--- config.mk ---
export PLATFORM = sky130hd
export DESIGN_NAME = v_activation
export DESIGN_NICKNAME = d
export VERILOG_FILES = /design/src/rtl/ml_pkg.sv /design/src/rtl/v_act_lane.sv /design/src/rtl/v_activation.sv
export SDC_FILE = /design/constraint.sdc
export NUM_CORES = 1
export LEC_CHECK = 0
export CAP_MARGIN = 10
export CORE_MARGIN = 4
export CORE_UTILIZATION = 42
export CTS_CLUSTER_DIAMETER = 150
export DETAILED_ROUTE_END_ITERATION = 12
export HOLD_SLACK_MARGIN = 0.06
export PLACE_DENSITY_LB_ADDON = 0.25
export SLEW_MARGIN = 5
export SYNTH_ARGS = -nofsm -noshare
export SYNTH_HDL_FRONTEND = slang
export SYNTH_SLANG_ARGS = --single-unit
--- constraint.sdc ---
create_clock -name clk_in -period 2.5 [get_ports clk_in]
set_input_delay 0.625 -clock clk_in [delete_from_list [all_inputs] [get_ports clk_in]]
set_output_delay 0.625 -clock clk_in [all_outputs]
set_load 0.01 [all_outputs]
--- src/rtl/ml_pkg.sv ---
// Shared ML datapath types: activation selector and vector-walker FSM states.
package ml_pkg;

  typedef enum logic [1:0] {
    IDENTITY = 2'd0,
    RELU     = 2'd1,
    LEAKY    = 2'd2,
    CLAMP    = 2'd3
  } act_mode_t;

  typedef enum logic {
    IDLE   = 1'b0,
    ACTIVE = 1'b1
  } v_state_t;

  function automatic int num_chunks(input int len, input int lanes);
    return (len + lanes - 1) / lanes;
  endfunction

endpackage

--- src/rtl/v_act_lane.sv ---
// Combinational activation of one signed element: identity, ReLU, leaky ReLU or clamp.
module v_act_lane
  import ml_pkg::*;
#(
  parameter int NBits     = 16,
  parameter int LeakShift = 7,
  parameter int ClampBits = 8
) (
  input  logic [1:0]       i_mode,
  input  logic [NBits-1:0] i_x,
  output logic [NBits-1:0] o_y
);

  localparam logic signed [NBits-1:0] ClampMax =
    {{(NBits-ClampBits+1){1'b0}}, {(ClampBits-1){1'b1}}};
  localparam logic signed [NBits-1:0] ClampMin =
    {{(NBits-ClampBits+1){1'b1}}, {(ClampBits-1){1'b0}}};

  logic signed [NBits-1:0] w_x;
  logic signed [NBits-1:0] w_leak;

  assign w_x    = $signed(i_x);
  assign w_leak = w_x >>> LeakShift;

  always_comb begin
    o_y = i_x;
    case (act_mode_t'(i_mode))
      IDENTITY: o_y = i_x;
      RELU:     o_y = w_x[NBits-1] ? {NBits{1'b0}} : i_x;
      LEAKY:    o_y = w_x[NBits-1] ? w_leak : i_x;
      CLAMP: begin
        if (w_x > ClampMax) begin
          o_y = ClampMax;
        end else if (w_x < ClampMin) begin
          o_y = ClampMin;
        end else begin
          o_y = i_x;
        end
      end
      default:  o_y = i_x;
    endcase
  end

endmodule

--- src/rtl/v_activation.sv ---
// Chunked vector activation: one registered output stage with ready/valid on both
// sides; the mode is captured with the first chunk and held for the whole vector.
module v_activation
  import ml_pkg::*;
#(
  parameter int InVecLength = 16,
  parameter int NBits       = 16,
  parameter int WorkingRegs = 4,
  parameter int LeakShift   = 7,
  parameter int ClampBits   = 8
) (
  input  logic                         clk_in,
  input  logic                         rst_in,
  input  logic [1:0]                   act_mode,
  input  logic                         in_valid,
  output logic                         in_ready,
  input  logic [WorkingRegs*NBits-1:0] in_data,
  output logic                         out_valid,
  input  logic                         out_ready,
  output logic [WorkingRegs*NBits-1:0] out_data,
  output logic [WorkingRegs-1:0]       out_lane_mask,
  output logic                         out_last,
  output logic                         busy
);

  localparam int NumChunks = num_chunks(InVecLength, WorkingRegs);
  localparam int LastLanes = InVecLength - (NumChunks - 1) * WorkingRegs;
  localparam int CntW      = (NumChunks > 1) ? $clog2(NumChunks) : 1;

  logic [CntW-1:0]              r_cnt;
  v_state_t                     r_state;
  act_mode_t                    r_mode;
  logic                         r_out_valid;
  logic                         r_out_last;
  logic [WorkingRegs-1:0]       r_out_mask;
  logic [WorkingRegs*NBits-1:0] r_out_data;

  logic                         w_accept;
  logic                         w_first;
  logic                         w_last;
  logic [1:0]                   w_mode;
  logic [NBits-1:0]             w_lane_y [WorkingRegs];
  logic [WorkingRegs-1:0]       w_mask;
  logic [WorkingRegs*NBits-1:0] w_res;

  assign in_ready      = !r_out_valid || out_ready;
  assign w_accept      = in_valid && in_ready;
  assign w_first       = (r_cnt == {CntW{1'b0}});
  assign w_last        = (r_cnt == CntW'(NumChunks - 1));
  // Chunk 0 uses the live selector; later chunks use the one captured with chunk 0.
  assign w_mode        = w_first ? act_mode : r_mode;

  assign out_valid     = r_out_valid;
  assign out_last      = r_out_last;
  assign out_lane_mask = r_out_mask;
  assign out_data      = r_out_data;
  assign busy          = (r_state == ACTIVE);

  for (genvar g = 0; g < WorkingRegs; g++) begin : g_lane
    v_act_lane #(
      .NBits    (NBits),
      .LeakShift(LeakShift),
      .ClampBits(ClampBits)
    ) u_lane (
      .i_mode(w_mode),
      .i_x   (in_data[g*NBits +: NBits]),
      .o_y   (w_lane_y[g])
    );
  end

  always_comb begin
    w_mask = '0;
    w_res  = '0;
    for (int i = 0; i < WorkingRegs; i++) begin
      w_mask[i] = !w_last || (i < LastLanes);
      w_res[i*NBits +: NBits] = w_mask[i] ? w_lane_y[i] : {NBits{1'b0}};
    end
  end

  always_ff @(posedge clk_in or posedge rst_in) begin
    if (rst_in) begin
      r_cnt   <= '0;
      r_state <= IDLE;
      r_mode  <= IDENTITY;
    end else if (w_accept) begin
      if (w_first) begin
        r_mode <= act_mode_t'(act_mode);
      end
      if (w_last) begin
        r_cnt   <= '0;
        r_state <= IDLE;
      end else begin
        r_cnt   <= r_cnt + CntW'(1);
        r_state <= ACTIVE;
      end
    end
  end

  always_ff @(posedge clk_in or posedge rst_in) begin
    if (rst_in) begin
      r_out_valid <= 1'b0;
      r_out_last  <= 1'b0;
      r_out_mask  <= '0;
      r_out_data  <= '0;
    end else if (w_accept) begin
      r_out_valid <= 1'b1;
      r_out_last  <= w_last;
      r_out_mask  <= w_mask;
      r_out_data  <= w_res;
    end else if (out_ready) begin
      r_out_valid <= 1'b0;
    end
  end

endmodule

======== Word level (Yosys, flattened, before mapping) ========
Cells that the tools add are included.
operators by class
  reductions and logical operators ........ 6
  $add $sub $neg .......................... 1
  order comparisons ....................... 8
  muxes and demuxes ....................... 25
  equal/unequal tests ..................... 4
operator list
  operator                                                                          count
  16-bit case mux with 4 select lines                                               4
  16-bit two-way mux                                                                12
  16-bit by 8-bit greater-than comparator with 1-bit output, second input constant  4
  16-bit by 8-bit less-than comparator with 1-bit output, second input constant     4
  15-bit two-way mux                                                                4
  2-bit == test, second input constant                                              3
  2-bit zero test                                                                   2
  2-bit two-way mux                                                                 2
  1-bit two-way mux                                                                 3
  2-bit by 1-bit adder with 2-bit output, second input constant                     1
  2-bit by 1-bit == test with 1-bit output, second input constant                   1
  2-bit nonzero test                                                                1
  1-bit logical AND                                                                 1
  1-bit zero test                                                                   1
  1-bit logical OR                                                                  1
storage, ports and cells
  bits of input ports ..................... 70
  register bits after elaboration ......... 72
  output and inout bits ................... 72

======== Depth between registers and ports, before layout ========
Gate-level depths: netlist (run 1).
  word-level depth ........................ 4
  depth in mapped cells ................... 9
  gate-level depth less buffers ........... 8

======== Modules after synthesis ========
A second synthesis (run 1) with hierarchy kept.
unflattened totals
  cells, all modules ...................... 410
  area, all modules ....................... 4530.6 µm²
by module, submodules not included
  module        sequential area each (µm²)  area an instance (µm²)  cells each  instances
  v_activation  1801.7                      2798.9                  166         1
  v_act_lane    0.0                         432.9                   61          4

======== Worst setup path after synthesis (run 1) ========
Ideal clock, no wire load.
  path kind ............................... input -> register
  start point ............................. in in_data[63]
  end point ............................... reg r_out_data[49] (netlist: out_data[49])
  arrival ................................. 2.060 ns
  library setup time ...................... 0.131 ns
  data required time ...................... 2.369 ns
  setup slack ............................. 0.309 ns
  cell stages on the path ................. 9
  cell sequence ........................... clkbuf_1 nand2_1 nor2_1 nand4_1 ha_1 clkbuf_1 o221ai_1 nand2_1 a31oi_1
between the ends
  cells in the longest elaborated chain, start to end .. 4
  elaborated cells between the ends (all ways) .. 7
  classes of those cells .................. 2 x order compare; 5 x mux
ends and longest elaborated chain
  item                                                    line                 text
  start, declared                                         v_activation.sv:17   input logic [WorkingRegs*NBits-1:0] in_data,
  16-bit by 8-bit less-than comparator with 1-bit output  v_act_lane.sv:34     end else if (w_x < ClampMin) begin
  16-bit two-way mux                                      v_act_lane.sv:34
  16-bit two-way mux                                      v_act_lane.sv:32     if (w_x > ClampMax) begin
  16-bit case mux with 4 select lines *                   v_act_lane.sv:27     case (act_mode_t'(i_mode))
  end signal, assigned                                    v_activation.sv:109  r_out_data <= w_res;
  end, declared                                           v_activation.sv:36   logic [WorkingRegs*NBits-1:0] r_out_data;
Mark *: on every way between the ends. The rest lies on a longest branch, timed or not.
A chain may end at the register's enable or synchronous reset.

======== Worst setup path in the final report (run 1) ========
  start point ............................. in out_ready
  end point ............................... out in_ready
between the ends
  cells in the longest elaborated chain, start to end .. 1
ends and longest elaborated chain
  item              line                text
  start, declared   v_activation.sv:19  input logic out_ready,
  1-bit logical OR  v_activation.sv:46  assign in_ready = !r_out_valid || out_ready;
  end, declared     v_activation.sv:16  output logic in_ready,
No other way between the ends.

==> run_results.csv, run 1 <==
group,metric,value,unit
floorplan,num_rows,37,
setup_path,crit_arrival,1.81,ns
drt,drt-initial-drc-count,276,
drt,dr.pass1.iters,5,
timing,clock_skew,0.00866,ns
grt,grt_pass1_vias,4730,
setup_path,critPathLaunchType,"input pin",
logic_synthesis,synth.distinct_cells,44,
logic_synthesis,syn_inst,540,
floorplan,io-pin-count,142,
pwr,sw_frac_of_total,0.398,
drt,drc,0,
setup_path,crit_required,1.88,ns
timing,fin_crit,2.44,ns
timing,maxSlewViolCount,0,
cells_and_area,final_cells,860,
pwr,total_power,6450,uW
clocking,clk_latency,0.35,ns
grt,grt_usage,0.243,
cells_and_area,final_area,6520,sq um
timing,post-route-period-util,0.974,
logic_synthesis,synth_edf_count,0,
setup_path,cp_slowest_cell,"clkdlybuf4s50_1",
logic_synthesis,synth_common_cells,"96 x o21ai_0, 72 x dfrtp_1, 67 x nand2_1, 66 x a21oi_1, 26 x nor3_1",
clocking,cts_tree,"yes",
setup_path,end_kind,"output pin",
setup_path,crit_top_cell,"clkdlybuf4s50_1",
timing,finalSetupViolCount,0,
pwr,p_switching,2570,uW
floorplan,die-area,12100,sq um
logic_synthesis,syn_nets,616,
timing,finalHoldViolations,0,
run,cap_viol_max_count,0,
pwr,power.internal,3880,uW
placed_design,place_congestion,0.917,
grt,grt_start_max_net_pins,51,
setup_path,critPathMaxStageDelay,0.57,ns
clocking,cts.sinks,72,
setup_path,worst-path-max-fanout,3,
clocking,clockBufferDepth,2,
logic_synthesis,yosys_warnings,0,
floorplan,die_w,110,um
cells_and_area,area_delta_synth_final,48.9,%
pwr,leakage,0.00267,uW
clocking,root_buffer,"clkbuf_8",
grt,overflow,0,
timing,finalSetupTns,0,ns
logic_synthesis,synth.avg_cell_area,8.11,sq um
grt,antenna_found_initial,0,
floorplan,core-area,10200,sq um
pwr,p_clk_frac,0.136,
cells_and_area,layout.nets,795,
logic_synthesis,syn_area,4380,sq um
drt,wl_per_cell,17.0,um
grt,grt_pass1_wl,23500,um
clocking,post_cts_resized,0,
clocking,cts_buffers,9,
placed_design,dp_cells,844,
floorplan,start_util,0.428,
clocking,cts_hold_buf,0,
setup_path,path_buf_inv,2,
drt,vias,4995,
logic_synthesis,yosysMostFrequentCell,"o21ai_0",
timing,max_slew.worst_pin.slew,0.404,ns
drt,viasPerCell,5.81,
drt,drtAntennaViolNets,0,
timing,fmax,0.411,GHz
cells_and_area,antenna_cells,0,
run_status,status,"finished, final reports clean",
placed_design,placed_area,6340,sq um
setup_path,crit_chain,"clkdlybuf4s50_1 -> nand2b_1 -> clkdlybuf4s50_1",
logic_synthesis,synth_top_cell_area_share,0.411,
clocking,htree_levels,3,
setup_path,crit_family,"buffers and inverters",
logic_synthesis,yosys-top-cells-area,"dfrtp_1 41%, o21ai_0 11%, a21oi_1 7.5%",
hold_path,hp-class,"flip-flop to flip-flop",
clocking,cts_setup_buffers,0,
placed_design,portBuffers,141,
timing,rsz0062_at_grt,"false",
timing,slew_headroom,0.728,
logic_synthesis,synth_top_area_cell,"dfrtp_1",
pwr,irDropWorstVdd,0.000503,V
clocking,clk_pin_slew,0.08,ns
pwr,power_density,990,nW/um^2
logic_synthesis,synth-seq-cells,72,
floorplan,die_y,110,um
placed_design,hpwlAfterDp,10900,um
pwr,pwr-share-seq,0.306,
pwr,comb_power_share,0.558,
logic_synthesis,synthFlopType,"dfrtp_1",
cells_and_area,drive_above_1_share,0.141,
cells_and_area,fillerInstances,869,
logic_synthesis,async_flop_share,1.00,
drt,drt_wl_total,14600,um
logic_synthesis,yosysSeqAreaShare,0.411,
setup_path,worstSetupPathType,"input pin to output pin",
cell type report:
| cell class | count | area [sq um] | share of cell area |
|---|---|---|---|
| Clock inverter | 6 | 42.5 | 0.00652 |
| Timing Repair Buffer | 211 | 2000 | 0.307 |
| Clock buffer | 10 | 138 | 0.0211 |
| Multi-Input combinational cell | 413 | 2330 | 0.357 |
| Inverter | 12 | 45.0 | 0.00691 |
| Sequential cell | 72 | 1800 | 0.276 |
| Tap cell | 136 | 170 | 0.0261 |
final timing paths:
check	from	to	slack [ns]	cells after the start
worst max-delay path	out_ready	in_ready	0.06	3
worst min-delay path	out_data[56]$_DFFE_PP0P_	out_data[56]$_DFFE_PP0P_	0.49	2
worst max register to register	r_cnt[0]$_DFFE_PP0P_	out_data[6]$_DFFE_PP0P_	0.32	8
worst min register to register	out_data[56]$_DFFE_PP0P_	out_data[56]$_DFFE_PP0P_	0.49	2
max in group asynchronous	rst_in	out_data[9]$_DFFE_PP0P_	1.61	3
min in group asynchronous	rst_in	out_data[63]$_DFFE_PP0P_	0.64	3
flip-flops by register name, summed over array words and instances (netlist names):
| signal | flops |
|---|---|
| out_last | 1 |
| out_data | 64 |
| r_cnt | 2 |
| out_lane_mask | 1 |
| busy | 1 |
| out_valid | 1 |
| r_mode | 2 |
power by group through the flow:
stage               combinational [uW]  clock (uW)  sequential [uW]
global route                      3950         934             2040
CTS                               3610         889             1970
floorplan                         1600           0             2160
global placement                  3530           0             1970
finish                            3600         875             1970
detailed placement                3600           0             1980
placed cells by master, fill, tap and decap left out, types with 11 or more instances in the layout:
master and count:
a22oi_1 24, o21ai_1 13, buf_4 65, o22ai_1 21, inv_1 11, nor3_1 26, dfrtp_1 72, nor2_1 22
o21ai_0 96, nand2_1 66, clkdlybuf4s50_1 141, a21oi_1 65
per-layer routing:
| metal | track usage | share of wire | routed length (um) |
|---|---|---|---|
| met2 | 0.380 | 0.48 | 6970 |
| met4 | 0.0783 | 0.015 | 218 |
| met3 | 0.0419 | 0.082 | 1200 |
| met5 | 0 | 0 | 0 |
| met1 | 0.344 | 0.43 | 6240 |
cells by family (layout without fill, tap and decap cells):
| group | Yosys count | in the layout | synth area share |
|---|---|---|---|
| adders and majority gates | 6 | 6 | 0.0171 |
| muxes | 5 | 5 | 0.0137 |
| DFF | 72 | 72 | 0.411 |
| buffers and inverters | 55 | 239 | 0.0603 |
| xor gates and xnor gates | 1 | 1 | 0.00200 |
| and+or+nand+nor | 149 | 149 | 0.158 |
| AOI/OAI and AO/OA | 252 | 252 | 0.337 |
worst reg2reg max path, delay by kind of cell, from the launching register on:
family	cells	cell delay, ns
AND/OR/NAND/NOR	3	0.85
adder cells (fa/ha/maj)	1	0.16
buffers and inverters	3	0.47
flip-flops	1	0.40
AO/OA/AOI/OAI	1	0.17
per-stage QoR:
step / hold WS (ns) / setup slack (ns) / utilization
floorplan: 0.511 / 0.0501 / -
global placement: 0.462 / -0.00466 / 0.620
detailed placement: 0.471 / -0.0675 / 0.620
CTS: 0.490 / 0.0606 / 0.638
global route: 0.516 / 0.0489 / 0.638
finish: 0.490 / 0.0643 / 0.638
Power figures use the tool's default switching activity.
==> run 2: changes to the inputs <==
- CORE_UTILIZATION: 42 -> 43
- SYNTH_HIERARCHICAL: unset -> 1
==> run 2 against run 1 <==
  * Utilization is 2.1 points higher
  * Largest cell class unchanged
  * Largest power group unchanged
  * Sequential power rose by 3%
  * Synthesized cell count is 24% lower
==> run_results.csv, run 2 <==
group,metric,value,unit
run_status,status,"finished, final reports clean",
logic_synthesis,synth-simple-area-share,0.104,
timing,clock_skew,0.0156,ns
clocking,cts.sinks,72,
cells_and_area,layout.nets,679,
clocking,cts_setup_buffers,0,
timing,slew_headroom,0.576,
clocking,htree_levels,3,
pwr,leakage,0.00282,uW
logic_synthesis,synth_top_area_cell,"dfrtp_1",
setup_path,rr_worst_depth,9,
logic_synthesis,yosys-top-cells-area,"dfrtp_1 40%, mux2_2 16%, o211ai_1 4.6%",
floorplan,die_w,111,um
grt,top_usage_layer,"met2",
placed_design,place_congestion,0.918,
clocking,cts_hold_buf,0,
pwr,power_density,1110,nW/um^2
logic_synthesis,yosys_warnings,6,
logic_synthesis,synth_common_cells,"72 x dfrtp_1, 63 x mux2_2, 32 x a21oi_1, 32 x o21ai_0, 28 x o211ai_1",
logic_synthesis,synth_top_family_by_area,"compound AO/OA/AOI/OAI gates",
timing,fmax,0.420,GHz
grt,grt_use_met1,0.272,
logic_synthesis,synth_edf_count,0,
placed_design,place_ws,-0.187,ns
logic_synthesis,yosysMostFrequentCell,"dfrtp_1",
cells_and_area,drive_above_1_share,0.303,
cells_and_area,largest_reg_flops,64,
logic_synthesis,syn_inst,410,
floorplan,start_util,0.441,
cells_and_area,antenna_cells,0,
clocking,clockBufferDepth,2,
floorplan,die_y,111,um
grt,antenna_found_initial,0,
drt,drtAntennaViolNets,0,
drt,wl_per_cell,17.6,um
grt,grt_pass1_vias,4423,
cells_and_area,multi_input_area,2510,sq um
setup_path,crit_required,1.88,ns
logic_synthesis,synth.distinct_cells,35,
hold_path,hp-class,"flip-flop to flip-flop",
drt,drt-initial-drc-count,145,
floorplan,num_rows,37,
placed_design,portBuffers,141,
logic_synthesis,synth_xor_area_frac,0,
timing,finalHoldViolations,0,
setup_path,critPathLaunchType,"input pin",
drt,drt_wl_total,13100,um
logic_synthesis,async_flop_share,1.00,
pwr,irDropWorstVdd,0.000727,V
setup_path,end_kind,"output pin",
timing,fin_crit,2.38,ns
placed_design,hpwlAfterDp,9940,um
setup_path,startpoint,"out_ready",
logic_synthesis,synthFlopType,"dfrtp_1",
setup_path,reg2reg_to,"out_data[42]$_DFFE_PP0P_",
logic_synthesis,synth.avg_cell_area,11.1,sq um
cells_and_area,final_cell_mix,"141 x clkdlybuf4s50_1, 72 x dfrtp_1, 71 x buf_4, 63 x mux2_2, 32 x a21oi_1",
timing,max_slew.worst_pin.slew,0.635,ns
clocking,clk_pin_slew,0.07,ns
cells_and_area,final_common_cell,"clkdlybuf4s50_1",
floorplan,io-pin-count,142,
drt,drc,0,
logic_synthesis,yosysSeqAreaShare,0.398,
clocking,clk_latency,0.35,ns
grt,grt_pass1_wl,22000,um
clocking,root_buffer,"clkbuf_8",
setup_path,worst-path-max-fanout,2,
timing,maxSlewViolCount,0,
grt,globalRouteMet3Util,0.0466,
timing,post-route-period-util,0.953,
cells_and_area,fillerInstances,830,
logic_synthesis,synth_top_cell_area_share,0.398,
setup_path,crit_arrival,1.76,ns
timing,holdWs,0.506,ns
drt,dr.pass1.iters,4,
logic_synthesis,synth-compound-area-share,0.239,
cells_and_area,register_area,1800,sq um
clocking,cts_tree,"yes",
setup_path,timing.rr.start,"r_cnt[0]$_DFFE_PP0P_",
logic_synthesis,synthAdderAreaFrac,0.0254,
floorplan,die-area,12200,sq um
run,cap_viol_max_count,0,
logic_synthesis,synthMuxAreaShare,0.185,
grt,grt_util_met2,0.372,
grt,overflow,0,
hold_path,holdPathStages,1,
setup_path,r2r_slack,0.19,ns
timing,fin_ws,0.117,ns
timing,rsz0062_at_grt,"false",
grt,grt_usage,0.217,
clocking,cts_buffers,9,
floorplan,core-area,10300,sq um
timing,finalSetupViolCount,0,
drt,vias,4198,
setup_path,crit_end,"in_ready",
setup_path,worstSetupPathType,"input pin to output pin",
logic_synthesis,syn_area,4530,sq um
logic_synthesis,syn_nets,486,
logic_synthesis,synth-seq-cells,72,
drt,viasPerCell,5.65,
cells_and_area,area_delta_synth_final,49.4,%
grt,grt_start_max_net_pins,51,
[run 2: worst min-delay path by stage]
stage	startpoint	end	slack (ns)
6_report	out_data[10]$_DFFE_PP0P_	out_data[10]$_DFFE_PP0P_	0.51
5_1_grt	out_data[21]$_DFFE_PP0P_	out_data[21]$_DFFE_PP0P_	0.53
4_1_cts	out_data[10]$_DFFE_PP0P_	out_data[10]$_DFFE_PP0P_	0.51
3_5_place_dp	out_data[21]$_DFFE_PP0P_	out_data[21]$_DFFE_PP0P_	0.49
3_3_place_gp	r_mode[1]$_DFFE_PP0P_	r_mode[1]$_DFFE_PP0P_	0.49
2_1_floorplan	r_mode[0]$_DFFE_PP0P_	r_mode[0]$_DFFE_PP0P_	0.48
[run 2: kinds of logic (layout without fill, tap and decap cells)]
family	Yosys count	count (layout)
muxes	72	72
and+or+nand+nor	58	58
adders and majority gates	10	10
buffers and inverters	46	243
DFF	72	72
AOI/OAI and AO/OA	152	152
[run 2: stage by stage]
step | setup TNS (ns) | instance area [sq um] | power [uW] | util | std cells
floorplan | 0 | 4530 | 4470 | - | 410
global placement | -4.52 | 6550 | 6360 | 0.637 | 728
detailed placement | -7.64 | 6550 | 6490 | 0.637 | 728
CTS | 0 | 6770 | 7590 | 0.659 | 743
global route | 0 | 6770 | 8080 | 0.659 | 743
finish | 0 | 6770 | 7520 | 0.659 | 743
[run 2: critical path, cell delays in order]
cell,delay [ns]
clkdlybuf4s50_1,0.47
nand2b_4,0.13
clkdlybuf4s50_1,0.53
[run 2: area by class of cell]
type | instances | area share
inverters | 12 | 0.00665
clock buffers | 10 | 0.0203
clock inverters | 5 | 0.0120
well taps | 136 | 0.0251
repair buffers | 216 | 0.299
flip-flops and latches | 72 | 0.266
multi-input cells | 292 | 0.371
[run 2: repair_timing]
action                                  in CTS  in global routing
hold endpoints to repair                     0                  0
gates resized for setup                      0                  2
endpoints found under the setup margin       0                  6
[run 2: metal layers]
metal | vias to the layer above | share of wire
li1 | 1983 | -
met1 | 2073 | 0.43
met2 | 114 | 0.51
met3 | 28 | 0.045
met4 | 0 | 0.017
met5 | - | 0
[run 2: power breakdown]
part / internal, uW / switching, uW
clock network: 584 / 464
registers: 1730 / 301
logic: 2500 / 1940
total: 4820 / 2700
